### config.mk
export PLATFORM = sky130hd
export DESIGN_NAME = fifo_uart_tx
export DESIGN_NICKNAME = d
export VERILOG_FILES = /design/src/rtl/fifo_uart_tx.sv
export SDC_FILE = /design/constraint.sdc
export NUM_CORES = 1
export LEC_CHECK = 0
export ABC_AREA = 1
export BUFFER_PORTS_ARGS = -buffer_cell sky130_fd_sc_hd__buf_4
export CORE_AREA = 2 2 59 61
export DETAILED_ROUTE_END_ITERATION = 10
export DIE_AREA = 0 0 61 63
export PLACE_DENSITY = 0.81
export SLEW_MARGIN = 20
export SYNTH_ARGS = -nofsm -noshare
export SYNTH_HDL_FRONTEND = slang
export SYNTH_SLANG_ARGS = --single-unit
### constraint.sdc
create_clock -name clk -period 3.7 [get_ports clk]
set_input_delay 0.74 -clock clk [delete_from_list [all_inputs] [get_ports clk]]
set_output_delay 0.74 -clock clk [all_outputs]
set_load 0.01 [all_outputs]
### src/rtl/fifo_uart_tx.sv
// fifo_uart_tx: pops bytes from an upstream FIFO and sends them as 8N1 (or 8E1) UART frames.
module fifo_uart_tx #(
  parameter int CLKS_PER_BIT = 16,
  parameter int PARITY_EN    = 0
) (
  input  logic       clk,
  input  logic       rst,
  input  logic       en,
  input  logic       fifo_empty,
  input  logic [7:0] fifo_dout,
  output logic       fifo_rd,
  output logic       tx,
  output logic       busy,
  output logic       frame_done
);
  typedef enum logic [2:0] {IDLE, POP, LOAD, START, DATA, PARITY, STOP} state_t;
  state_t      state_q, state_d;
  logic [15:0] cnt_q, cnt_d;
  logic [2:0]  bit_q, bit_d;
  logic [7:0]  shift_q, shift_d;
  logic        par_q, par_d, tx_q, tx_d, done_q, done_d;
  logic        last, serial;
  always_comb begin
    last    = cnt_q == 16'(CLKS_PER_BIT - 1);
    serial  = state_q inside {START, DATA, PARITY, STOP};
    // the counter only advances while a bit is on the line and restarts on every bit boundary
    cnt_d   = (serial && !last) ? cnt_q + 16'd1 : 16'd0;
    tx_d    = state_q == START ? 1'b0 : state_q == DATA ? shift_q[0] : state_q == PARITY ? par_q : 1'b1;
    done_d  = state_q == STOP && last;
    state_d = state_q;
    bit_d   = bit_q;
    shift_d = shift_q;
    par_d   = par_q;
    case (state_q)
      IDLE:   state_d = (en && !fifo_empty) ? POP : IDLE;
      POP:    state_d = LOAD;
      LOAD: begin
        shift_d = fifo_dout;
        par_d   = ^fifo_dout;
        bit_d   = 3'd0;
        state_d = START;
      end
      START:  state_d = last ? DATA : START;
      DATA: if (last) begin
        shift_d = shift_q >> 1;
        bit_d   = bit_q + 3'd1;
        state_d = bit_q == 3'd7 ? (PARITY_EN != 0 ? PARITY : STOP) : DATA;
      end
      PARITY: state_d = last ? STOP : PARITY;
      STOP:   state_d = last ? IDLE : STOP;
      default: state_d = IDLE;
    endcase
  end
  always_ff @(posedge clk) begin
    if (rst) begin
      state_q <= IDLE;
      cnt_q   <= 16'd0;
      bit_q   <= 3'd0;
      shift_q <= 8'd0;
      par_q   <= 1'b0;
      tx_q    <= 1'b1;
      done_q  <= 1'b0;
    end else begin
      state_q <= state_d;
      cnt_q   <= cnt_d;
      bit_q   <= bit_d;
      shift_q <= shift_d;
      par_q   <= par_d;
      tx_q    <= tx_d;
      done_q  <= done_d;
    end
  end
  assign fifo_rd    = state_q == POP;
  assign busy       = state_q != IDLE;
  assign tx         = tx_q;
  assign frame_done = done_q;
endmodule

**Yosys cells after proc, flatten, opt, wreduce, memory -nomap -nowiden**

Index checks and enable logic that the tools add are counted.

- Latch bits: 0
- Memories kept: 0
- Word-level logic and storage cells: 45
- Memory bits (read-only): 0
- Bits of input ports: 12
- Output and inout bits: 4
- Register bits: 33
- Memory bits (writable): 0

- Reductions and logical operators: 12
- Bitwise logic cells: 1
- $mul: 0
- Magnitude comparators: 0
- Divide/modulo/power cells: 0
- Add/sub/neg operators: 2
- Equal/unequal tests: 9
- Shifts and indexed selects: 0
- Muxes and demuxes: 14

Operators with widths:

| operator | number |
|---|---|
| one-hot mux 3 bit (7 select lines) | 1 |
| adder 16 x 1 -> 16 bit, second input constant | 1 |
| == test 16 x 4 -> 1 bit, second input constant | 1 |
| one-hot mux 8 bit (2 select lines) | 1 |
| == test 3 bit, second input constant | 4 |
| two-way mux 3 bit | 4 |
| two-way mux 8 bit | 1 |
| parity 8 bit | 1 |
| == test 3 x 2 -> 1 bit, second input constant | 2 |
| one-hot mux 3 bit (2 select lines) | 1 |
| two-way mux 1 bit | 4 |
| two-way mux 2 bit | 2 |
| nonzero test 4 bit | 1 |
| adder 3 x 1 -> 3 bit, second input constant | 1 |
| == test 3 x 1 -> 1 bit, second input constant | 1 |
| logical AND 1 bit | 3 |
| zero test 3 bit | 1 |
| nonzero test 3 bit | 1 |
| zero test 1 bit | 2 |
| != test 2 bit, second input constant | 1 |
| AND reduction 2 bit | 1 |
| nonzero test 2 bit | 1 |
| OR reduction 2 bit | 1 |
| inverter 1 bit | 1 |

**Longest topological paths before layout**

Gate-level depths: netlist (run 1).

- Depth in word-level cells: 5
- Mapped depth: 10
- Mapped depth without buffers: 10

**Least setup slack after synthesis (run 1)**

No wires, ideal clock.

- Path kind: reg2out
- Start point: reg state_q[0]
- End point: out fifo_rd
- Stages on the path, launching flop included: 3
- Slack: 2205 ps
- Required time: 2960 ps
- Arrival time: 755 ps
- Path buffers: 0
- Cell sequence: dfxtp_1 inv_1 nor3_1

- Longest elaborated chain between the ends: 1

Ends and longest elaborated chain:

| item | RTL line | text |
|---|---|---|
| from (decl) | 17 | `state_t state_q, state_d;` |
| from (signal assigned) | 64 | `state_q <= state_d;` |
| == test 3 x 1 -> 1 bit | 73 | `assign fifo_rd = state_q == POP;` |
| to (decl) | 11 | `output logic fifo_rd,` |

No other way between the ends.

**Worst setup path in the final report (run 1)**

- Start point: reg state_q[2]
- End point: out busy

- Longest elaborated chain between the ends: 1

Ends and longest elaborated chain:

| item | RTL line | text |
|---|---|---|
| nonzero test 3 bit | 74 | `assign busy = state_q != IDLE;` |
| to (decl) | 13 | `output logic busy,` |

No other way between the ends.

==> results of run 1 <==
## through the flow
stage                     worst slack [ns]  hold slack (ns)  instances  power, W
after floorplan                       2.21            0.418        296  0.000644
after global placement                1.86            0.433        350  0.000698
after detailed placement              1.83            0.442        350  0.000701
after CTS                             1.75            0.469        358  0.000989
after global routing                  1.69            0.492        358   0.00105
final                                 1.76            0.467        358  0.000980
## logic make-up (layout without fill, tap and decap cells)
| group | after synthesis | in the layout |
|---|---|---|
| xor+xnor | 3 | 3 |
| buf+inv | 49 | 65 |
| flops | 33 | 33 |
| compound gates | 38 | 38 |
| fa+ha+maj | 3 | 3 |
| simple gates | 170 | 170 |
## final cells by class
class	instances	area share (%)
well taps	46	2.68
clock inverters	2	1.75
inverters	42	7.46
clock buffers	6	2.39
multi-input cells	214	49.7
repair buffers	15	5.25
flip-flops and latches	33	30.8
## where the power goes
part	leakage (nW)	total, W	switching (W)	internal [W]
sequential	0.267	0.000432	0.0000288	0.000403
combinational	0.653	0.000261	0.000154	0.000107
clock	0.0445	0.000288	0.000127	0.000161
total	0.965	0.000980	0.000310	0.000670
## final timing paths
check / from / slack, ns / to / cells past startpoint
setup / recovery: state_q[2] / 1.76 / busy / 3
hold / removal: cnt_q[0] / 0.47 / cnt_q[0] / 1
setup reg to reg: state_q[2] / 1.99 / par_q / 6
hold reg to reg: cnt_q[0] / 0.47 / cnt_q[0] / 1
## flip-flops by register name, summed over array words and instances (netlist names)
register    cells
bit_q           3
cnt_q          16
frame_done      1
par_q           1
shift_q         8
state_q         3
tx              1
## layer usage
metal / GRT usage [%] / part of all wire (%) / up-vias
met5: 0 / 0 / -
met4: 9.51 / 1.6 / 0
met3: 3.73 / 5.3 / 6
met2: 31.9 / 43 / 36
met1: 29.5 / 50 / 770
li1: - / - / 964
## synthesized netlist by cell type, types with 3 or more instances
| library cell | number | area (µm²) |
|---|---|---|
| o21ai_0 | 12 | 60.1 |
| buf_6 | 3 | 33.8 |
| nand2_2 | 3 | 18.8 |
| nand4_1 | 4 | 25.0 |
| ha_1 | 3 | 37.5 |
| nor3_1 | 8 | 40.0 |
| nand3_2 | 3 | 30.0 |
| nand3_1 | 18 | 90.1 |
| nor2_1 | 37 | 139 |
| a21oi_1 | 20 | 100 |
| dfxtp_1 | 33 | 661 |
| buf_2 | 3 | 15.0 |
| inv_1 | 39 | 146 |
| nand2_1 | 83 | 312 |
| nor2_4 | 3 | 33.8 |
==> summary.md, run 1 <==
| Metric | Value |
|---|---|
| Antenna cells | `0` |
| Worst skew pair latency | `0.34 ns` |
| CP startpoint kind | `register` |
| Share of post-route cells with drive strength above 1 | `14.4%` |
| Starting density of the core | `60.1%` |
| Cells resized by post-CTS repair | `0` |
| Largest family of logic cells by synthesized area | `simple AND/OR/NAND/NOR gates` |
| Antenna viol nets, final | `0` |
| Clock Path Buffers | `2` |
| Setup TNS | `0 ns` |
| Crit path kind | `register to primary output` |
| DR iter-0 viols | `107` |
| Ports | `16` |
| Yosys reg bits | `33` |
| Most frequent cells in the layout | `nand2_1, inv_1, nor2_1, dfxtp_1, a21oi_1` |
| Hold Violations, Final | `0` |
| Maximum VDD drop | `440 µV` |
| Die ar. | `3840 µm²` |
| Pleak | `0.965 nW` |
| Area grow syn2layout | `10.4%` |
| Outcome | `finished clean` |
| Cell chain of the critical path | `inv_2, nand2_1, buf_4` |
| RSZ-0062 raised after global routing | `no` |
| Sink Count | `33` |
| Hold Crit Class | `register to register` |
| Drt via density | `4.96` |
| Global placement routability congestion | `0.921` |
| Post-synth EDFFs | `0` |
| Root buffer cell | `clkbuf_4` |
| Cell Rows | `21` |
| Dpl hpwl | `2650 µm` |
| Total grt overflow | `0` |
| CP max stage cell | `dfxtp_1` |
| Worst Path Buf+Inv | `2` |
| Seq/Total Area, Yosys | `34.0%` |
| Simple-Gate Fraction of Synth Area | `41.1%` |
| Async set-reset flop share out of synthesis | `0%` |
| Filler cells | `305` |
| Fin util | `66.4%` |
| Slowest stage delay, CP | `0.50 ns` |
| Via count | `1776` |
| Avg WL per Cell | `9.99 µm` |
| Tmin final | `1.94 ns` |
| Worst Tran Pin Value | `0.814 ns` |
| Tcrit/Tclk final | `52.3%` |
| Warnings, synthesis | `0` |
| FMAX | `0.516 GHz` |
| Most common cell after layout, fill and taps aside | `nand2_1` |
| Family with the most delay on the worst path | `flip-flops` |
| Total track usage | `21.4%` |
| Mapped Cells | `296` |
| Fin area | `2150 µm²` |
| Clock-pin slew on the worst setup and hold paths | `0.11 ns` |
| Worst Path Max Fanout | `6` |
| Total CTS buffers | `5` |
| Final Skew | `0.0113 ns` |
| CTS H-Tree Depth | `2` |
| Max-slew headroom | `45.5%` |
| Syn nets | `311` |
| Final WL | `3580 µm` |
| Maxcap violations | `0` |
| Placed Area | `2060 µm²` |
| Mean Syn Cell Area | `6.56 µm²` |
| Post-synth cell types | `33` |
| Router iterations before antenna repair | `4` |
| Predominant post-synthesis flop cell | `dfxtp_1` |
| TritonCTS clock tree | `yes` |
| Die Width | `61 µm` |
| Xor/xnor share of the synthesized area | `1.35%` |
| Multi-input gate area | `1070 µm²` |
| Sequential Area | `661 µm²` |
| # setup viols final | `0` |
| Mux cell area share after synthesis | `0%` |
| # Post-CTS Setup Buffers | `0` |
| Final Max Slew Viols | `0` |
| Initial antenna violation count | `0` |
| Die Span Y | `63 µm` |
| Adder-Cell Fraction of Synth Area | `1.93%` |
| Core area | `3230 µm²` |
| Pwr/cell area | `457 nW/µm²` |
| Worst EP arrival | `1.20 ns` |
| Synth Area in Compound Gates | `10.4%` |
| Netlist Area Pre-Place | `1940 µm²` |
| First-pass GRT wire length | `6380 µm` |
| CP required | `2.96 ns` |
| Largest net degree at the start of global routing | `23` |
| IO Port Bufs | `15` |
| Hold buffers post-CTS | `0` |
| Vias in the first global route | `1557` |
| Final nets | `326` |
| DRC Markers | `0` |
| Setup crit end kind | `primary output` |
Power figures use the tool's default switching activity.
==> run 2: changes to the inputs <==
--- a/config.mk
+++ b/config.mk
@@ -7,10 +7,10 @@
 export LEC_CHECK = 0
 export ABC_AREA = 1
 export BUFFER_PORTS_ARGS = -buffer_cell sky130_fd_sc_hd__buf_4
-export CORE_AREA = 2 2 59 61
+export CORE_AREA = 2 2 61 63
 export DETAILED_ROUTE_END_ITERATION = 10
-export DIE_AREA = 0 0 61 63
-export PLACE_DENSITY = 0.81
+export DIE_AREA = 0 0 63 65
+export PLACE_DENSITY = 0.76
 export SLEW_MARGIN = 20
 export SYNTH_ARGS = -nofsm -noshare
 export SYNTH_HDL_FRONTEND = slang
==> constraint.sdc (replaced) <==
create_clock -name clk -period 1.9 [get_ports clk]
set_input_delay 0.38 -clock clk [delete_from_list [all_inputs] [get_ports clk]]
set_output_delay 0.38 -clock clk [all_outputs]
set_load 0.01 [all_outputs]
==> summary.md, run 2 (synthesis results as in run 1) <==
| Metric | Value |
|---|---|
| Drt via density | `4.93 (was 4.96)` |
| Final Max Slew Viols | `0 (unchanged)` |
| Sink Count | `33 (unchanged)` |
| Die Width | `63 µm (was 61 µm)` |
| Cell Rows | `22 (was 21)` |
| CP startpoint kind | `register (unchanged)` |
| Total grt overflow | `0 (unchanged)` |
| Largest net degree at the start of global routing | `23 (unchanged)` |
| Die ar. | `4100 µm² (was 3840 µm²)` |
| Antenna cells | `0 (unchanged)` |
| Multi-input gate area | `1070 µm² (unchanged)` |
| Max-slew headroom | `77.9% (was 45.5%)` |
| Die Span Y | `65 µm (was 63 µm)` |
| Biggest register | `cnt_q (unchanged)` |
| Switching pwr | `0.000588 W (was 0.000310 W)` |
| Share of post-route cells with drive strength above 1 | `14.4% (about the same)` |
| RSZ-0062 raised after global routing | `no (unchanged)` |
| Core area | `3500 µm² (was 3230 µm²)` |
| TritonCTS clock tree | `yes (unchanged)` |
| Final WL | `3640 µm (was 3580 µm)` |
| Tmin final | `1.55 ns` |
| Hold Crit Class | `input pin to register (was register to register)` |
| # setup viols final | `0 (unchanged)` |
| Sw frac | `33.3% (was 31.6%)` |
| Antenna viol nets, final | `0 (unchanged)` |
| Ports | `16 (unchanged)` |
| R2R Setup Slk | `0.38 ns (was 1.99 ns)` |
| Clock Path Buffers | `2 (unchanged)` |
| Post-placement cell count | `354 (was 350)` |
| Total CTS buffers | `5 (unchanged)` |
| Hold buffers post-CTS | `0 (unchanged)` |
| IO Port Bufs | `15 (unchanged)` |
| Final Non-Filler Cells | `361 (was 358)` |
| Worst skew pair latency | `0.34 ns (about the same)` |
| Final Skew | `0.00683 ns (was 0.0113 ns)` |
| FMAX | `0.646 GHz` |
| Dpl hpwl | `2720 µm (was 2650 µm)` |
| Outcome | `finished clean (unchanged)` |
| Sequential Area | `661 µm² (unchanged)` |
| Pleak | `0.961 nW (was 0.965 nW)` |
| DRC Markers | `0 (unchanged)` |
| Avg WL per Cell | `10.1 µm (was 9.99 µm)` |
| CP required | `1.52 ns (was 2.96 ns)` |
| # Post-CTS Setup Buffers | `0 (unchanged)` |
| Combinational share of power | `29.7% (was 26.6%)` |
| Global placement routability congestion | `0.894 (was 0.921)` |
| DR iter-0 viols | `104 (was 107)` |
| First-pass GRT wire length | `6170 µm (was 6380 µm)` |
| Starting density of the core | `55.6% (was 60.1%)` |
| Filler cells | `369 (was 305)` |
| Total track usage | `19.3% (was 21.4%)` |
| Maximum VDD drop | `411 µV (was 440 µV)` |
| Pwr/cell area | `829 nW/µm² (was 457 nW/µm²)` |
| Setup crit end kind | `primary output (unchanged)` |
| Most frequent cells in the layout | `nand2_1, inv_1, nor2_1, dfxtp_1, a21oi_1 (unchanged)` |
| Root buffer cell | `clkbuf_4 (unchanged)` |
| Setup TNS | `0 ns (unchanged)` |
| Worst Path Max Fanout | `6 (unchanged)` |
| Final nets | `328 (was 326)` |
| Flop pwr share | `47.7% (was 44.1%)` |
| CTS H-Tree Depth | `2 (unchanged)` |
| Vias in the first global route | `1483 (was 1557)` |
| Clock-pin slew on the worst setup and hold paths | `0.09 ns (was 0.11 ns)` |
| Hold Violations, Final | `0 (unchanged)` |
| Initial antenna violation count | `0 (unchanged)` |
| Via count | `1779 (was 1776)` |
| Crit path kind | `register to primary output (unchanged)` |
| Tcrit/Tclk final | `81.5%` |
| P_int | `0.00118 W (was 0.000670 W)` |
| Worst EP arrival | `1.17 ns (was 1.20 ns)` |
| Area grow syn2layout | `9.59% (was 10.4%)` |
| Cells resized by post-CTS repair | `0 (unchanged)` |
| Router iterations before antenna repair | `4 (unchanged)` |
| Worst Tran Pin Value | `0.328 ns (was 0.814 ns)` |
| Most common cell after layout, fill and taps aside | `nand2_1 (unchanged)` |
| Maxcap violations | `0 (unchanged)` |
| Max FFs per register | `16 (unchanged)` |
| Clock power share | `22.6% (was 29.3%)` |
| Largest registers | `cnt_q x16, shift_q x8 (unchanged)` |
==> run 2: changes by cell type in the layout (fill, tap and decap cells not counted) <==
cell        previous run  this run
buf_4                 15        17
bufinv_16              1         0
clkbuf_1               0         1
clkinvlp_4             1         0
==> run 2: metal layers <==
metal	routed length [µm]	track usage [%]	vias to the layer above	part of all wire [%]
li1	-	-	967	-
met1	1870	25.8	774	51
met2	1530	28.7	31	42
met3	148	4.34	7	4.1
met4	83	10.8	0	2.3
met5	0	0	-	0
==> run 2: power by group through the flow <==
stage	Clock [W]	Sequential [W]	Combinational, W
finish	0.000399	0.000842	0.000525
global route	0.000450	0.000856	0.000599
CTS	0.000420	0.000844	0.000528
detailed placement	0	0.000860	0.000526
global placement	0	0.000857	0.000513
floorplan	0	0.000849	0.000405
==> run 2: final timing paths <==
check	start	end	depth (start not counted)
max	state_q[0]	fifo_rd	3
min	rst	shift_q[7]	2
max reg2reg	cnt_q[0]	bit_q[1]	6
min reg2reg	cnt_q[0]	cnt_q[0]	1
==> run 2: cell type report <==
type / count / area share, %
clock buffer: 7 / 2.59
inverter: 42 / 7.52
multi-input combinational: 214 / 50.1
sequential: 33 / 31.0
tap: 48 / 2.82
timing repair buffer: 17 / 5.99
==> run 2: worst max-delay path, cell delays in order, from the launching register on <==
cell and delay [ns]:
dfxtp_1 0.46, inv_1 0.09, nor3_1 0.14, buf_4 0.15
==> run 2: through the flow <==
step | cell area (µm²) | utilization (%) | hold slack, ns | total power [W] | setup slack, ns
after global routing | 2130 | 60.9 | 0.214 | 0.00191 | 0.193
after global placement | 2070 | 59.3 | 0.428 | 0.00137 | 0.437
after CTS | 2130 | 60.9 | 0.207 | 0.00179 | 0.331
final | 2130 | 60.9 | 0.219 | 0.00177 | 0.351
after detailed placement | 2070 | 59.3 | 0.444 | 0.00139 | 0.376
after floorplan | 1940 | - | 0.418 | 0.00125 | 0.582
